`config.mk`:
```
export PLATFORM = sky130hd
export DESIGN_NAME = gray_sequence_monitor_flat
export DESIGN_NICKNAME = d
export VERILOG_FILES = /design/src/rtl/gray_sequence_monitor_pkg.sv /design/src/rtl/gray_sequence_monitor_if.sv /design/src/rtl/gray_sequence_monitor_classifier.sv /design/src/rtl/gray_sequence_monitor.sv /design/src/flat_wrapper.sv
export SDC_FILE = /design/constraint.sdc
export NUM_CORES = 1
export LEC_CHECK = 0
export ABC_CLOCK_PERIOD_IN_PS = 3500
export BUFFER_PORTS_ARGS = -buffer_cell sky130_fd_sc_hd__buf_4
export CAP_MARGIN = 0
export CORE_MARGIN = 1
export CORE_UTILIZATION = 56
export CTS_CLUSTER_DIAMETER = 80
export DETAILED_ROUTE_END_ITERATION = 10
export PLACE_DENSITY = 0.9
export SLEW_MARGIN = 20
export SYNTH_ARGS = -nofsm -noshare
export SYNTH_HDL_FRONTEND = slang
export SYNTH_SLANG_ARGS = --single-unit
```
`constraint.sdc`:
```
create_clock -name clk -period 3.5 [get_ports clk]
set_clock_uncertainty 0.1 [all_clocks]
set_input_delay 1.05 -clock clk [delete_from_list [all_inputs] [get_ports clk]]
set_output_delay 1.05 -clock clk [all_outputs]
set_load 0.05 [all_outputs]
```
`src/rtl/gray_sequence_monitor_pkg.sv`:
```
`default_nettype none
// ============================================================================
// Module : gray_mon_pkg
// Brief  : Shared types, constants and the Gray-to-binary helper for the
//          Gray sequence monitor.
// Rev    : 1.0  initial release
// ============================================================================
package gray_mon_pkg;

    typedef enum logic [1:0] {
        ACQ  = 2'd0,
        SYNC = 2'd1,
        LOCK = 2'd2
    } state_t;

    localparam int GRAY_W   = 4;
    localparam int MAX_CODE = (1 << GRAY_W) - 1;

    // Reflected Gray decode: each binary bit is the XOR of all Gray bits at or
    // above it. Zero-extended upper bits contribute nothing, so callers may
    // truncate the result to any narrower width.
    function automatic logic [31:0] gray2bin(input logic [31:0] g);
        logic [31:0] b;
        b[31] = g[31];
        for (int i = 30; i >= 0; i--) begin
            b[i] = b[i+1] ^ g[i];
        end
        return b;
    endfunction

endpackage
`default_nettype wire

```
`src/rtl/gray_sequence_monitor_if.sv`:
```
`default_nettype none
// ============================================================================
// Module : gray_sequence_monitor_if
// Brief  : Sample/status bus between a Gray counter source and the monitor.
//          master : drives g, en, clr and reads the status fields
//          slave  : the monitor; reads g, en, clr and drives status
// Rev    : 1.0  initial release
// ============================================================================
interface gray_sequence_monitor_if #(
    parameter int WIDTH     = 4,
    parameter int ERR_CNT_W = 8
) ();
    logic [WIDTH-1:0]     g;
    logic                 en;
    logic                 clr;
    logic [WIDTH-1:0]     bin;
    logic                 bin_valid;
    logic                 locked;
    logic                 seq_err;
    logic                 glitch;
    logic                 wrap;
    logic [ERR_CNT_W-1:0] err_count;
    logic [15:0]          wrap_count;

    modport master (
        output g, en, clr,
        input  bin, bin_valid, locked, seq_err, glitch, wrap, err_count, wrap_count
    );

    modport slave (
        input  g, en, clr,
        output bin, bin_valid, locked, seq_err, glitch, wrap, err_count, wrap_count
    );
endinterface
`default_nettype wire

```
`src/rtl/gray_sequence_monitor_classifier.sv`:
```
`default_nettype none
// ============================================================================
// Module : gray_step_classifier
// Brief  : Combinational classification of one Gray step.
//          in  g_new/g_prev : current and previous Gray codes
//          in  b_new/b_prev : their binary decodes
//          out good  : step is +1 mod 2^WIDTH
//          out hold  : code unchanged
//          out bad   : neither good nor a permitted hold
//          out glitch: more than one Gray bit toggled
// Rev    : 1.0  initial release
// ============================================================================
module gray_step_classifier #(
    parameter int WIDTH      = 4,
    parameter int ALLOW_HOLD = 1
) (
    input  logic [WIDTH-1:0] g_new,
    input  logic [WIDTH-1:0] g_prev,
    input  logic [WIDTH-1:0] b_new,
    input  logic [WIDTH-1:0] b_prev,
    output logic             good,
    output logic             hold,
    output logic             bad,
    output logic             glitch
);
    logic [WIDTH-1:0] w_delta;
    logic [WIDTH-1:0] w_diff;

    assign w_delta = b_new - b_prev;
    assign w_diff  = g_new ^ g_prev;

    assign good   = (w_delta == WIDTH'(1));
    assign hold   = (w_delta == '0);
    assign bad    = !good && !(hold && (ALLOW_HOLD != 0));
    // x & (x-1) clears the lowest set bit; non-zero means two or more bits set
    assign glitch = ((w_diff & (w_diff - WIDTH'(1))) != '0);
endmodule
`default_nettype wire

```
`src/rtl/gray_sequence_monitor.sv`:
```
`default_nettype none
// ============================================================================
// Module : gray_sequence_monitor
// Brief  : Samples a Gray counter, decodes to binary, checks each step against
//          the +1 sequence and reports lock, step errors, glitches and wraps.
//          clk : rising-edge clock
//          rst : asynchronous active-high reset
//          bus : slave side of gray_sequence_monitor_if (g/en/clr in, status out)
// Rev    : 1.0  initial release
// ============================================================================
module gray_sequence_monitor
    import gray_mon_pkg::*;
#(
    parameter int WIDTH      = GRAY_W,
    parameter int LOCK_COUNT = 3,
    parameter int ERR_CNT_W  = 8,
    parameter int ALLOW_HOLD = 1
) (
    input  logic                    clk,
    input  logic                    rst,
    gray_sequence_monitor_if.slave  bus
);
    localparam logic [1:0]       c_st_acq     = ACQ;
    localparam logic [1:0]       c_st_sync    = SYNC;
    localparam logic [1:0]       c_st_lock    = LOCK;
    localparam logic [3:0]       c_lock_count = 4'(LOCK_COUNT);
    localparam logic [WIDTH-1:0] c_max_code   = '1;

    // stage 1
    logic [WIDTH-1:0]     r_g_q;
    logic                 r_s1_valid;
    // stage 2 / tracking
    logic [WIDTH-1:0]     r_g_prev;
    logic [WIDTH-1:0]     r_bin;
    logic                 r_bin_valid;
    logic [1:0]           r_state;
    logic [3:0]           r_cnt;
    logic                 r_seq_err;
    logic                 r_glitch;
    logic                 r_wrap;
    logic [ERR_CNT_W-1:0] r_err_count;
    logic [15:0]          r_wrap_count;

    logic [WIDTH-1:0]     w_b_new;
    logic [3:0]           w_cnt_inc;
    logic                 w_good;
    logic                 w_hold;
    logic                 w_bad;
    logic                 w_glitch;
    logic                 w_err_event;
    logic                 w_wrap_event;

    assign w_b_new   = WIDTH'(gray2bin(32'(r_g_q)));
    assign w_cnt_inc = r_cnt + 4'd1;

    gray_step_classifier #(
        .WIDTH      (WIDTH),
        .ALLOW_HOLD (ALLOW_HOLD)
    ) u_classifier (
        .g_new  (r_g_q),
        .g_prev (r_g_prev),
        .b_new  (w_b_new),
        .b_prev (r_bin),
        .good   (w_good),
        .hold   (w_hold),
        .bad    (w_bad),
        .glitch (w_glitch)
    );

    // Counter events only count while LOCK is the current state
    assign w_err_event  = r_s1_valid && (r_state == c_st_lock) && w_bad;
    assign w_wrap_event = r_s1_valid && (r_state == c_st_lock) && w_good &&
                          (r_bin == c_max_code) && (w_b_new == '0);

    always_ff @(posedge clk or posedge rst) begin
        if (rst) begin
            r_g_q       <= '0;
            r_s1_valid  <= 1'b0;
            r_g_prev    <= '0;
            r_bin       <= '0;
            r_bin_valid <= 1'b0;
            r_state     <= c_st_acq;
            r_cnt       <= '0;
            r_seq_err   <= 1'b0;
            r_glitch    <= 1'b0;
            r_wrap      <= 1'b0;
        end else begin
            r_seq_err  <= 1'b0;
            r_glitch   <= 1'b0;
            r_wrap     <= w_wrap_event;
            r_s1_valid <= bus.en;
            if (bus.en) begin
                r_g_q <= bus.g;
            end

            if (r_s1_valid) begin
                // Tracking always follows the newest sample so a bad jump resyncs
                r_g_prev    <= r_g_q;
                r_bin       <= w_b_new;
                r_bin_valid <= 1'b1;

                case (r_state)
                    c_st_acq: begin
                        r_state <= c_st_sync;
                        r_cnt   <= '0;
                    end
                    c_st_sync: begin
                        r_glitch <= w_glitch;
                        if (w_bad) begin
                            r_cnt     <= '0;
                            r_seq_err <= 1'b1;
                        end else if (w_hold) begin
                            r_cnt <= r_cnt;
                        end else begin
                            r_cnt <= w_cnt_inc;
                            if (w_cnt_inc == c_lock_count) begin
                                r_state <= c_st_lock;
                            end
                        end
                    end
                    c_st_lock: begin
                        r_glitch <= w_glitch;
                        if (w_bad) begin
                            r_seq_err <= 1'b1;
                            r_cnt     <= '0;
                            r_state   <= c_st_sync;
                        end
                    end
                    default: begin
                        r_state <= c_st_acq;
                        r_cnt   <= '0;
                    end
                endcase
            end
        end
    end

    // clr wins over a same-cycle event; that event is dropped
    always_ff @(posedge clk or posedge rst) begin
        if (rst) begin
            r_err_count  <= '0;
            r_wrap_count <= '0;
        end else if (bus.clr) begin
            r_err_count  <= '0;
            r_wrap_count <= '0;
        end else begin
            if (w_err_event && (r_err_count != '1)) begin
                r_err_count <= r_err_count + 1'b1;
            end
            if (w_wrap_event) begin
                r_wrap_count <= r_wrap_count + 16'd1;
            end
        end
    end

    assign bus.bin        = r_bin;
    assign bus.bin_valid  = r_bin_valid;
    assign bus.locked     = (r_state == c_st_lock);
    assign bus.seq_err    = r_seq_err;
    assign bus.glitch     = r_glitch;
    assign bus.wrap       = r_wrap;
    assign bus.err_count  = r_err_count;
    assign bus.wrap_count = r_wrap_count;
endmodule
`default_nettype wire

```
`src/flat_wrapper.sv`:
```
// flat-port wrapper written by rule: the top's interface ports become plain ports
module gray_sequence_monitor_flat import gray_mon_pkg::*;
#(
    parameter int WIDTH      = GRAY_W,
    parameter int LOCK_COUNT = 3,
    parameter int ERR_CNT_W  = 8,
    parameter int ALLOW_HOLD = 1
)
  (clk, rst, bus_g, bus_en, bus_clr, bus_bin, bus_bin_valid, bus_locked, bus_seq_err, bus_glitch, bus_wrap, bus_err_count, bus_wrap_count);
  gray_sequence_monitor_if #(.WIDTH(WIDTH), .ERR_CNT_W(ERR_CNT_W)) bus_i ();
  input  logic clk;
  input  logic rst;
  input wire logic [$bits(bus_i.g)-1:0] bus_g;
  input wire logic [$bits(bus_i.en)-1:0] bus_en;
  input wire logic [$bits(bus_i.clr)-1:0] bus_clr;
  output wire logic [$bits(bus_i.bin)-1:0] bus_bin;
  output wire logic [$bits(bus_i.bin_valid)-1:0] bus_bin_valid;
  output wire logic [$bits(bus_i.locked)-1:0] bus_locked;
  output wire logic [$bits(bus_i.seq_err)-1:0] bus_seq_err;
  output wire logic [$bits(bus_i.glitch)-1:0] bus_glitch;
  output wire logic [$bits(bus_i.wrap)-1:0] bus_wrap;
  output wire logic [$bits(bus_i.err_count)-1:0] bus_err_count;
  output wire logic [$bits(bus_i.wrap_count)-1:0] bus_wrap_count;
  assign bus_i.g = bus_g;
  assign bus_i.en = bus_en;
  assign bus_i.clr = bus_clr;
  assign bus_bin = bus_i.bin;
  assign bus_bin_valid = bus_i.bin_valid;
  assign bus_locked = bus_i.locked;
  assign bus_seq_err = bus_i.seq_err;
  assign bus_glitch = bus_i.glitch;
  assign bus_wrap = bus_i.wrap;
  assign bus_err_count = bus_i.err_count;
  assign bus_wrap_count = bus_i.wrap_count;
  gray_sequence_monitor #(.WIDTH(WIDTH), .LOCK_COUNT(LOCK_COUNT), .ERR_CNT_W(ERR_CNT_W), .ALLOW_HOLD(ALLOW_HOLD)) u_core (.clk(clk), .rst(rst), .bus(bus_i));
endmodule
```
==> flow_metrics.env, run 1 <==
export IMPL_critPathLaunch="u_core.r_g_q[2]$_DFFE_PP0P_"
export IMPL_area_delta_synth_final_pct=20.5
export IMPL_pre_cts_slack_ps=130
export IMPL_intPower_mw=0.953
export IMPL_cts_path_max_buffers=2
export IMPL_synth_cell_type_count=43
export IMPL_drive_gt1_frac=0.258
export IMPL_synth_top_cells_by_area="dfrtp_1 47%, xnor2_1 6.5%, ha_1 6.2%"
export IMPL_setup_viol=0
export IMPL_htreeDepth=2
export IMPL_cp_start_kind="register"
export IMPL_p_leak_nw=1.34
export IMPL_arrival_ps=3480
export IMPL_ant_nets=0
export IMPL_outcome="finished clean"
export IMPL_die_area_um2=4630
export IMPL_p_per_area_nw_per_um2=488
export IMPL_max_slew_worst_pin_slew_ps=592
export IMPL_p_total_mw=1.44
export IMPL_numCtsBuffers=5
export IMPL_fmax_ghz=0.297
export IMPL_drv_cap=0
export IMPL_hpwl_um=3440
export IMPL_antenna_found_initial=0
export IMPL_p_switching_mw=0.483
export IMPL_cts_tree="built"
export IMPL_post_route_period_util=0.961
export IMPL_cts_reportedPaths_clkPinSlew_ps=80
export IMPL_hold_path_class="reg -> reg"
export IMPL_dr_pass1_iters=4
export IMPL_core_area_um2=4090
export IMPL_postLayoutCoreUtil=0.720
export IMPL_path_class="reg -> reg"
export IMPL_period_minus_slack_ps=3360
export IMPL_diodes=0
export IMPL_worst_r2r_startpoint="u_core.r_g_q[2]$_DFFE_PP0P_"
export IMPL_start_util=0.597
export IMPL_synth_top_area_cell="dfrtp_1"
export IMPL_drc_errors=0
export IMPL_root_buffer="clkbuf_8"
export IMPL_critPathCaptureType="register"
export IMPL_stdcell_count=337
export IMPL_viasPerCell=5.50
export IMPL_synth_area_um2=2440
export IMPL_grt_max_degree=30
export IMPL_syn_inst=239
export IMPL_io_pins=41
export IMPL_setup_slack_ps=136
export IMPL_ctsHoldBuffers=0
export IMPL_switching_share=0.336
export IMPL_synth_avg_cell_area_um2=10.2
export IMPL_grtUsageTotal=0.225
export IMPL_die_h_um=68.0
export IMPL_ys_seq_area_frac=0.472
export IMPL_synth_top_area_share=0.472
export IMPL_die_x_um=68.0
export IMPL_power_frac_seq=0.423
export IMPL_grt_pass1_vias=1784
export IMPL_insertion_delay_ps=300
export IMPL_synth_seq_cells=46
export IMPL_gp_congestion=0.825
export IMPL_p_clk_frac=0.269
export IMPL_initialDrtViolationCount=85
export IMPL_timing_final_hold_violations=0
export IMPL_placedCellCount=328
export IMPL_nNetsFinal=307
export IMPL_portBuffers=40
export IMPL_vias=1853
export IMPL_totalWireLength_um=4700
export IMPL_min_delay_start="u_core.bus.bin_valid$_DFFE_PP0P_"
export IMPL_yosysWarnings=0
export IMPL_cts_sinks=46
export IMPL_most_common_layout_cells="47 x buf_4, 46 x dfrtp_1, 23 x nor2_1"
export IMPL_grt_first_pass_wirelength_um=7710
export IMPL_comb_power_share=0.308
export IMPL_layout_commonest_cell="buf_4"
export IMPL_row_count=23
export IMPL_wire_per_inst_um=14.0
export IMPL_globalRouteOverflowTotal=0
export IMPL_synth_nets=260
export IMPL_tns_ps=0
export IMPL_required_ps=3620
export IMPL_slew_viol_final=0
export IMPL_ir_drop_uv=442
export IMPL_maxSlewHeadroom=0.605
export IMPL_path_max_fanout=9
-- synthesized netlist by cell type, drive strengths merged --
master	number
nor3b	1
dfrtp	46
mux2	6
inv	15
and3	3
a31o	3
nand4	4
o2111ai	2
a32o	1
or3	6
or2	1
ha	12
nand2	15
mux2i	2
o21a	2
xor2	6
a21o	1
nor2	23
nand3b	1
and4	1
clkbuf	2
nand3	13
nor3	11
o31ai	1
buf	5
maj3	1
fa	1
or4	1
xnor2	18
o21ai	15
o211a	1
nor4	1
and2	2
a21oi	13
nand2b	3
-- final cells by class --
cell class,instances,area [um^2]
tap,50,62.6
fill,287,1150
multi-input combinational,171,1210
timing repair buffer,47,353
sequential,46,1150
inverter,15,56.3
clock buffer,7,76.3
clock inverter,1,30.0
-- state kept, by name, indices dropped and copies added, names as in the netlist --
| register | flops |
|---|---|
| u_core.bus.wrap_count | 16 |
| u_core.r_s1_valid | 1 |
| u_core.r_state | 2 |
| u_core.r_g_prev | 3 |
| u_core.bus.bin_valid | 1 |
| u_core.bus.glitch | 1 |
| u_core.bus.err_count | 8 |
| u_core.bus.bin | 4 |
| u_core.r_cnt | 4 |
| u_core.bus.seq_err | 1 |
| u_core.r_g_q | 4 |
| u_core.bus.wrap | 1 |
-- power groups by stage --
stage	sequential [mW]	combinational, mW	clock, mW
after floorplan	0.669	0.253	0
after global routing	0.613	0.481	0.416
after detailed placement	0.618	0.429	0
after CTS	0.607	0.435	0.391
final	0.607	0.442	0.387
after global placement	0.615	0.418	0
-- path summary, 6_finish.rpt --
path / slack (ps) / depth (start not counted) / endpoint
max: 140 / 13 / u_core.bus.wrap_count[7]$_DFFE_PP0P_
max in group asynchronous: 1920 / 3 / u_core.bus.bin[3]$_DFFE_PP0P_
min reg2reg: 380 / 1 / u_core.bus.bin_valid$_DFFE_PP0P_
min in group asynchronous: 720 / 2 / u_core.bus.glitch$_DFF_PP0_
min: 380 / 1 / u_core.bus.bin_valid$_DFFE_PP0P_
max reg2reg: 140 / 13 / u_core.bus.wrap_count[7]$_DFFE_PP0P_
-- worst max-delay path: stages, from the launching register on --
cell and delay (ps):
dfrtp_1 400, inv_1 80, ha_1 350, xnor2_1 160, ha_1 300, inv_1 40, ha_1 200, fa_1 400
xor2_1 140, and2_1 170, buf_4 150, o2111ai_4 210, or3_1 410, a21oi_1 170
-- per-stage QoR --
stage	cell area (um^2)	hold WS (ps)
finish	2940	385
global route	2940	398
CTS	2920	386
detailed placement	2810	362
global placement	2810	357
floorplan	2440	402
-- routing by layer --
metal	GRT usage	vias up	part of all wire
li1	-	925	-
met1	0.270	883	0.45
met2	0.382	35	0.50
met3	0.0483	10	0.034
met4	0.104	0	0.019
met5	0	-	0
-- kinds of logic (layout without fill, tap and decap cells) --
group / after synthesis / count (layout) / synth area share
AND/OR/NAND/NOR: 86 / 86 / 0.187
flip-flops: 46 / 46 / 0.472
AO/OA/AOI/OAI: 39 / 39 / 0.108
XOR/XNOR: 24 / 24 / 0.0861
buffers and inverters: 22 / 70 / 0.0384
adder cells (fa/ha/maj): 14 / 14 / 0.0738
multiplexers: 8 / 8 / 0.0359
-- repair_timing --
action                                  4_1_cts  5_1_grt
resized for setup                             0        2
endpoints found under the setup margin        0        7
setup buffers                                 0        1
(Power assumes the default switching activity.)
==> run 2, diff against run 1 <==
CORE_ASPECT_RATIO = 0.9   (was not set)
RECOVER_POWER = 25   (was not set)
==> run 2 against run 1 <==
Net effect: the flow now finishes with violations (capacitance limit, slew limit); highest routed layer unchanged; first-iteration DRC count is 120% higher; global-route usage is 1.3 points higher; total power down 1.1%; setup slack better by 12 ps; die area is essentially flat; clock-buffer cell count is 1 lower; via count increased by 5.5%; sequential share of layout area decreased by 0.28 points; non-clock buffer count rose by 1; register-to-register slack hardly changed; clock power shrank 12%.
==> flow_metrics.env, run 2 (synthesis gave the netlist of run 1 again) <==
export IMPL_critPathLaunch="u_core.r_g_q[3]$_DFFE_PP0P_"
export IMPL_postLayoutCoreUtil=0.717
export IMPL_globalRouteOverflowTotal=0
export IMPL_drive_gt1_frac=0.266
export IMPL_hpwl_um=3550
export IMPL_arrival_ps=3500
export IMPL_tns_ps=0
export IMPL_die_h_um=64.6
export IMPL_initialDrtViolationCount=188
export IMPL_die_x_um=71.6
export IMPL_outcome="complete, but fails checks"
export IMPL_start_util=0.591
export IMPL_p_total_mw=1.42
export IMPL_insertion_delay_ps=310
export IMPL_intPower_mw=0.902
export IMPL_p_clk_frac=0.240
export IMPL_hold_ws_ps=393
export IMPL_p_per_area_nw_per_um2=480
export IMPL_place_area_um2=2810
export IMPL_cts_sinks=46
export IMPL_placedCellCount=326
export IMPL_layout_commonest_cell="dfrtp_1"
export IMPL_timing_final_hold_violations=0
export IMPL_p_switching_mw=0.519
export IMPL_cts_reportedPaths_clkPinSlew_ps=80
export IMPL_stdcell_count=337
export IMPL_setup_slack_ps=148
export IMPL_switching_share=0.365
export IMPL_ff_latch_area_um2=1150
export IMPL_drc_errors=0
export IMPL_antenna_found_initial=0
export IMPL_cts_path_max_buffers=2
export IMPL_post_route_period_util=0.958
export IMPL_most_common_layout_cells="46 x dfrtp_1, 45 x buf_4, 23 x nor2_1"
export IMPL_portBuffers=40
export IMPL_critPathCaptureType="register"
export IMPL_hold_path_class="reg -> reg"
export IMPL_dr_pass1_iters=4
export IMPL_grt_pass1_vias=1875
export IMPL_setup_viol=0
export IMPL_ff2ff_path_depth=13
export IMPL_slew_viol_final=32
export IMPL_ff2ff_setup_slack_ps=150
export IMPL_cp_start_kind="register"
export IMPL_fin_area_um2=2960
export IMPL_vias=1955
export IMPL_nNetsFinal=309
export IMPL_pre_cts_slack_ps=-24.0
export IMPL_root_buffer="clkbuf_8"
export IMPL_worst_r2r_startpoint="u_core.r_g_q[3]$_DFFE_PP0P_"
export IMPL_htreeDepth=2
export IMPL_violations="capacitance limit, slew limit"
export IMPL_grt_max_degree=32
export IMPL_fillCellCount=284
export IMPL_die_area_um2=4630
export IMPL_viasPerCell=5.80
export IMPL_power_frac_seq=0.430
export IMPL_max_slew_worst_pin_slew_ps=1670
export IMPL_grt_first_pass_wirelength_um=8370
export IMPL_numCtsBuffers=5
export IMPL_r2r_end="u_core.r_cnt[3]$_DFFE_PP0P_"
export IMPL_core_area_um2=4130
export IMPL_cts_tree="built"
export IMPL_maxSlewHeadroom=-0.111
export IMPL_period_minus_slack_ps=3350
export IMPL_ant_nets=0
export IMPL_diodes=0
export IMPL_area_delta_synth_final_pct=21.3
export IMPL_row_count=22
export IMPL_drv_cap=1
export IMPL_multiInputGateArea_um2=1250
export IMPL_ir_drop_uv=388
export IMPL_p_leak_nw=1.33
export IMPL_wire_per_inst_um=15.4
export IMPL_gp_congestion=0.824
export IMPL_path_max_fanout=9
export IMPL_fmax_ghz=0.298
export IMPL_io_pins=41
export IMPL_grtUsageTotal=0.238
export IMPL_totalWireLength_um=5170
export IMPL_required_ps=3650
export IMPL_comb_power_share=0.330
export IMPL_critPathCapture="u_core.r_cnt[3]$_DFFE_PP0P_"
export IMPL_largest_reg_flops=16
export IMPL_path_class="reg -> reg"
## run 2: changes by cell type in the layout (fill, tap and decap cells not counted), sizes merged
| cell | change |
|---|---|
| buf | -2 |
| bufinv | -1 |
| clkbuf | +2 |
| clkinv | +2 |
| clkinvlp | +1 |
| inv | -1 |
| o2111ai | +1 |
## run 2: what timing repair did
item,in CTS,in global routing
pin swaps,0,1
setup endpoints to repair,4,22
hold buffers,0,0
gates resized for setup,1,3
gates cloned,0,1
buffers inserted,0,2
## run 2: per-layer routing
layer	global-route usage	part of all wire	up-vias
met5	0	0	-
met4	0.0980	0.021	0
met3	0.0653	0.048	8
met1	0.309	0.44	965
met2	0.379	0.49	52
li1	-	-	930
## run 2: layout make-up
class	count	area share
Sequential cell	46	0.389
Timing Repair Buffer	48	0.119
Clock inverter	2	0.00422
Multi-Input combinational cell	172	0.421
Clock buffer	6	0.0279
Inverter	15	0.0190
Tap cell	48	0.0203
## run 2: worst min path at each step
stage | start | to | cells after the start
after floorplan | u_core.r_g_prev[0]$_DFFE_PP0P_ | u_core.r_g_prev[0]$_DFFE_PP0P_ | 1
after global placement | u_core.bus.bin_valid$_DFFE_PP0P_ | u_core.bus.bin_valid$_DFFE_PP0P_ | 1
after detailed placement | u_core.bus.bin_valid$_DFFE_PP0P_ | u_core.bus.bin_valid$_DFFE_PP0P_ | 1
after CTS | u_core.bus.bin_valid$_DFFE_PP0P_ | u_core.bus.bin_valid$_DFFE_PP0P_ | 1
after global routing | u_core.bus.bin_valid$_DFFE_PP0P_ | u_core.bus.bin_valid$_DFFE_PP0P_ | 1
final | u_core.bus.bin_valid$_DFFE_PP0P_ | u_core.bus.bin_valid$_DFFE_PP0P_ | 1
## run 2: worst max-delay path, cell delays in order, from the launching register on
cell and delay (ps):
dfrtp_1 440, inv_1 130, ha_4 230, xnor2_2 170, ha_1 320, inv_1 50
ha_1 200, fa_1 410, xor2_1 140, and2_1 180, o21ai_0 100, o21ai_2 160
or4_1 560, nand3_1 100
## run 2: power by group through the flow
stage / Sequential, mW / Clock [mW] / Combinational (mW)
after global placement: 0.616 / 0 / 0.415
after global routing: 0.617 / 0.370 / 0.513
after floorplan: 0.669 / 0 / 0.253
final: 0.611 / 0.341 / 0.469
after detailed placement: 0.618 / 0 / 0.438
after CTS: 0.608 / 0.344 / 0.443
==> run 3, diff against run 2 <==
ABC_AREA = 1   (was not set)
BUFFER_PORTS_ARGS = -buffer_cell sky130_fd_sc_hd__buf_2   (was -buffer_cell sky130_fd_sc_hd__buf_4)
CORE_MARGIN = not set   (was 1)
CORE_UTILIZATION = 57   (was 56)
PLACE_DENSITY = 0.91   (was 0.9)
==> run 3 against run 2 <==
Net effect: the flow still finishes with violations (capacitance limit, slew limit); non-clock buffer count is 7 lower; clock-buffer cell count up 1; combinational power increased by 12%; worst hold slack got worse by 23 ps; clock power rose by 14%; register-to-register slack gained 70 ps; synthesized area increased by 8.4%; critical path type unchanged; largest power group unchanged; highest routed layer unchanged.
==> flow_metrics.env, run 3 <==
export IMPL_dr_pass1_iters=4
export IMPL_cts_sinks=46
export IMPL_critPathCaptureType="register"
export IMPL_maxSlewHeadroom=-0.132
export IMPL_r2r_end="u_core.bus.err_count[7]$_DFFE_PP0P_"
export IMPL_stdcell_count=454
export IMPL_max_slew_worst_pin_slew_ps=1700
export IMPL_area_delta_synth_final_pct=14.4
export IMPL_cts_tree="built"
export IMPL_grt_setup_unrepaired="false"
export IMPL_ys_seq_area_frac=0.435
export IMPL_synthFlopType="dfrtp_1"
export IMPL_cts_path_max_buffers=2
export IMPL_largest_reg_flops=16
export IMPL_synth_top_area_share=0.435
export IMPL_ctsHoldBuffers=0
export IMPL_required_ps=3610
export IMPL_synth_fa_ha_area_frac=0.0643
export IMPL_critPathLaunch="u_core.r_g_q[2]$_DFFE_PP0P_"
export IMPL_totalWireLength_um=5460
export IMPL_hold_path_class="reg -> reg"
export IMPL_die_h_um=66.6
export IMPL_syn_inst=348
export IMPL_grt_first_pass_wirelength_um=9040
export IMPL_critical_path_max_stage_delay_ps=420
export IMPL_viasPerCell=5.13
export IMPL_io_pins=41
export IMPL_synth_cell_type_count=30
export IMPL_synth_avg_cell_area_um2=7.60
export IMPL_ff2ff_path_depth=16
export IMPL_diodes=0
export IMPL_most_common_layout_cells="97 x nand2_1, 60 x nor2_1, 46 x dfrtp_1"
export IMPL_synth_nets=369
export IMPL_path_class="reg -> reg"
export IMPL_insertion_delay_ps=300
export IMPL_ir_drop_uv=346
export IMPL_arrival_ps=3390
export IMPL_path_cells="inv_1 > ha_1 > xnor2_2 > ha_1 > inv_1 > ha_1 > fa_1 > nand2_1 > inv_1 > nor3_4 > nand3_4 > nand2_1 > nand2_2 > inv_4 > nand2_1 > o21ai_0"
export IMPL_htreeDepth=2
export IMPL_layout_commonest_cell="nand2_1"
export IMPL_synth_top_area_cell="dfrtp_1"
export IMPL_die_x_um=73.8
export IMPL_cpMaxStageDelayCell="fa_1"
export IMPL_pre_cts_slack_ps=105
export IMPL_synth_seq_cells=46
export IMPL_setup_viol=0
export IMPL_synthMuxAreaShare=0
export IMPL_hpwl_um=3810
export IMPL_core_area_um2=4460
export IMPL_antenna_found_initial=0
export IMPL_cp_start_kind="register"
export IMPL_wire_per_inst_um=12.0
export IMPL_outcome="complete, but fails checks"
export IMPL_start_util=0.593
export IMPL_timing_final_hold_violations=0
export IMPL_slew_viol_final=47
export IMPL_grt_pass1_vias=2153
export IMPL_critPathCapture="u_core.bus.err_count[7]$_DFFE_PP0P_"
export IMPL_drive_gt1_frac=0.156
export IMPL_yosysWarnings=0
export IMPL_synth_xor_area_share=0.0331
export IMPL_vias=2328
export IMPL_numCtsBuffers=5
export IMPL_p_leak_nw=1.60
export IMPL_drv_cap=1
export IMPL_post_route_period_util=0.938
export IMPL_tns_ps=0
export IMPL_placedCellCount=444
export IMPL_ff2ff_setup_slack_ps=220
export IMPL_setup_slack_ps=218
export IMPL_portBuffers=40
export IMPL_fmax_ghz=0.305
export IMPL_synth_edff_count=0
export IMPL_grtUsageTotal=0.237
export IMPL_die_area_um2=4920
export IMPL_root_buffer="clkbuf_8"
export IMPL_violations="capacitance limit, slew limit"
export IMPL_drc_errors=0
export IMPL_p_per_area_nw_per_um2=507
export IMPL_synth_top_cells_by_area="dfrtp_1 44%, nand2_1 14%, nor2_1 8.5%"
export IMPL_ant_nets=0
export IMPL_synthArstFlopShare=1.00
export IMPL_synth_common_cells="97 x nand2_1, 60 x nor2_1, 46 x dfrtp_1"
export IMPL_synth_top_family_by_area="simple AND/OR/NAND/NOR gates"
export IMPL_synth_most_common_cell="nand2_1"
export IMPL_worst_r2r_startpoint="u_core.r_g_q[2]$_DFFE_PP0P_"
export IMPL_synth_compound_area_share=0.0572
export IMPL_period_minus_slack_ps=3280
export IMPL_synth_area_um2=2650
export IMPL_nNetsFinal=412
export IMPL_initialDrtViolationCount=150
export IMPL_globalRouteOverflowTotal=0
export IMPL_path_max_fanout=9
export IMPL_gp_congestion=0.847
export IMPL_grt_max_degree=47
export IMPL_cts_reportedPaths_clkPinSlew_ps=80
export IMPL_row_count=23
export IMPL_synth_simple_area_share=0.333
export IMPL_p_total_mw=1.53
## run 3: changes by cell type after synthesis, moves of 8 or more
cell	change
nor2_1	+37
nand2_1	+82
nand4_1	+8
a21oi_1	-9
inv_1	+26
nand3_1	+9
xnor2_1	-15
## run 3: cells by family (layout without fill, tap and decap cells)
group	after synthesis	in the layout
simple gates	203	203
buf+inv	50	94
flops	46	46
compound gates	26	26
fa+ha+maj	13	13
xor+xnor	10	10
## run 3: final cells by class
class                           instances  area, um^2
Multi-Input combinational cell        252        1300
Fill cell                             332        1440
Timing Repair Buffer                   41         219
Timing Repair inverter                  1        7.51
Sequential cell                        46        1150
Clock buffer                            7        76.3
Inverter                               44         168
Clock inverter                          1        30.0
Tap cell                               62        77.6
## run 3: metal layers
metal  vias to the layer above  track usage  share of wire
li1                       1184            -              -
met1                      1077        0.306           0.46
met2                        61        0.396           0.49
met3                         6       0.0484          0.042
met4                         0       0.0817         0.0082
met5                         -            0              0
## run 3: per-stage QoR
stage	hold slack (ps)	utilization	area [um^2]
3_5_place_dp	353	0.646	2880
2_1_floorplan	367	-	2650
3_3_place_gp	351	0.646	2880
5_1_grt	398	0.678	3030
6_report	370	0.678	3030
4_1_cts	371	0.670	2990
## run 3: worst max-delay path: cells and delay by family (launching register included)
| kind | cells | cell delay, ps |
|---|---|---|
| adder cells (fa/ha/maj) | 4 | 1270 |
| AND/OR/NAND/NOR | 6 | 850 |
| flip-flops | 1 | 380 |
| buffers and inverters | 4 | 320 |
| XOR/XNOR | 1 | 190 |
| AO/OA/AOI/OAI | 1 | 80 |
## run 3: where the power goes
group / switching, mW / leakage (nW) / internal [mW]
combinational: 0.371 / 0.938 / 0.153
sequential: 0.0407 / 0.611 / 0.577
clock: 0.176 / 0.0524 / 0.214
## run 3: worst min-delay path by stage
stage / from / endpoint / cells after the start / slack, ps
5_1_grt: u_core.bus.bin_valid$_DFFE_PP0P_ / u_core.bus.bin_valid$_DFFE_PP0P_ / 1 / 400
4_1_cts: u_core.bus.bin_valid$_DFFE_PP0P_ / u_core.bus.bin_valid$_DFFE_PP0P_ / 1 / 370
2_1_floorplan: u_core.r_state[1]$_DFFE_PP0P_ / u_core.r_state[1]$_DFFE_PP0P_ / 2 / 370
3_3_place_gp: u_core.bus.bin_valid$_DFFE_PP0P_ / u_core.bus.bin_valid$_DFFE_PP0P_ / 1 / 350
6_report: u_core.bus.bin_valid$_DFFE_PP0P_ / u_core.bus.bin_valid$_DFFE_PP0P_ / 1 / 370
3_5_place_dp: u_core.bus.bin_valid$_DFFE_PP0P_ / u_core.bus.bin_valid$_DFFE_PP0P_ / 1 / 350
## run 3: what timing repair did
item	4_1_cts	5_1_grt
endpoints found under the setup margin	0	18
setup buffers	0	1
resized for setup	0	2
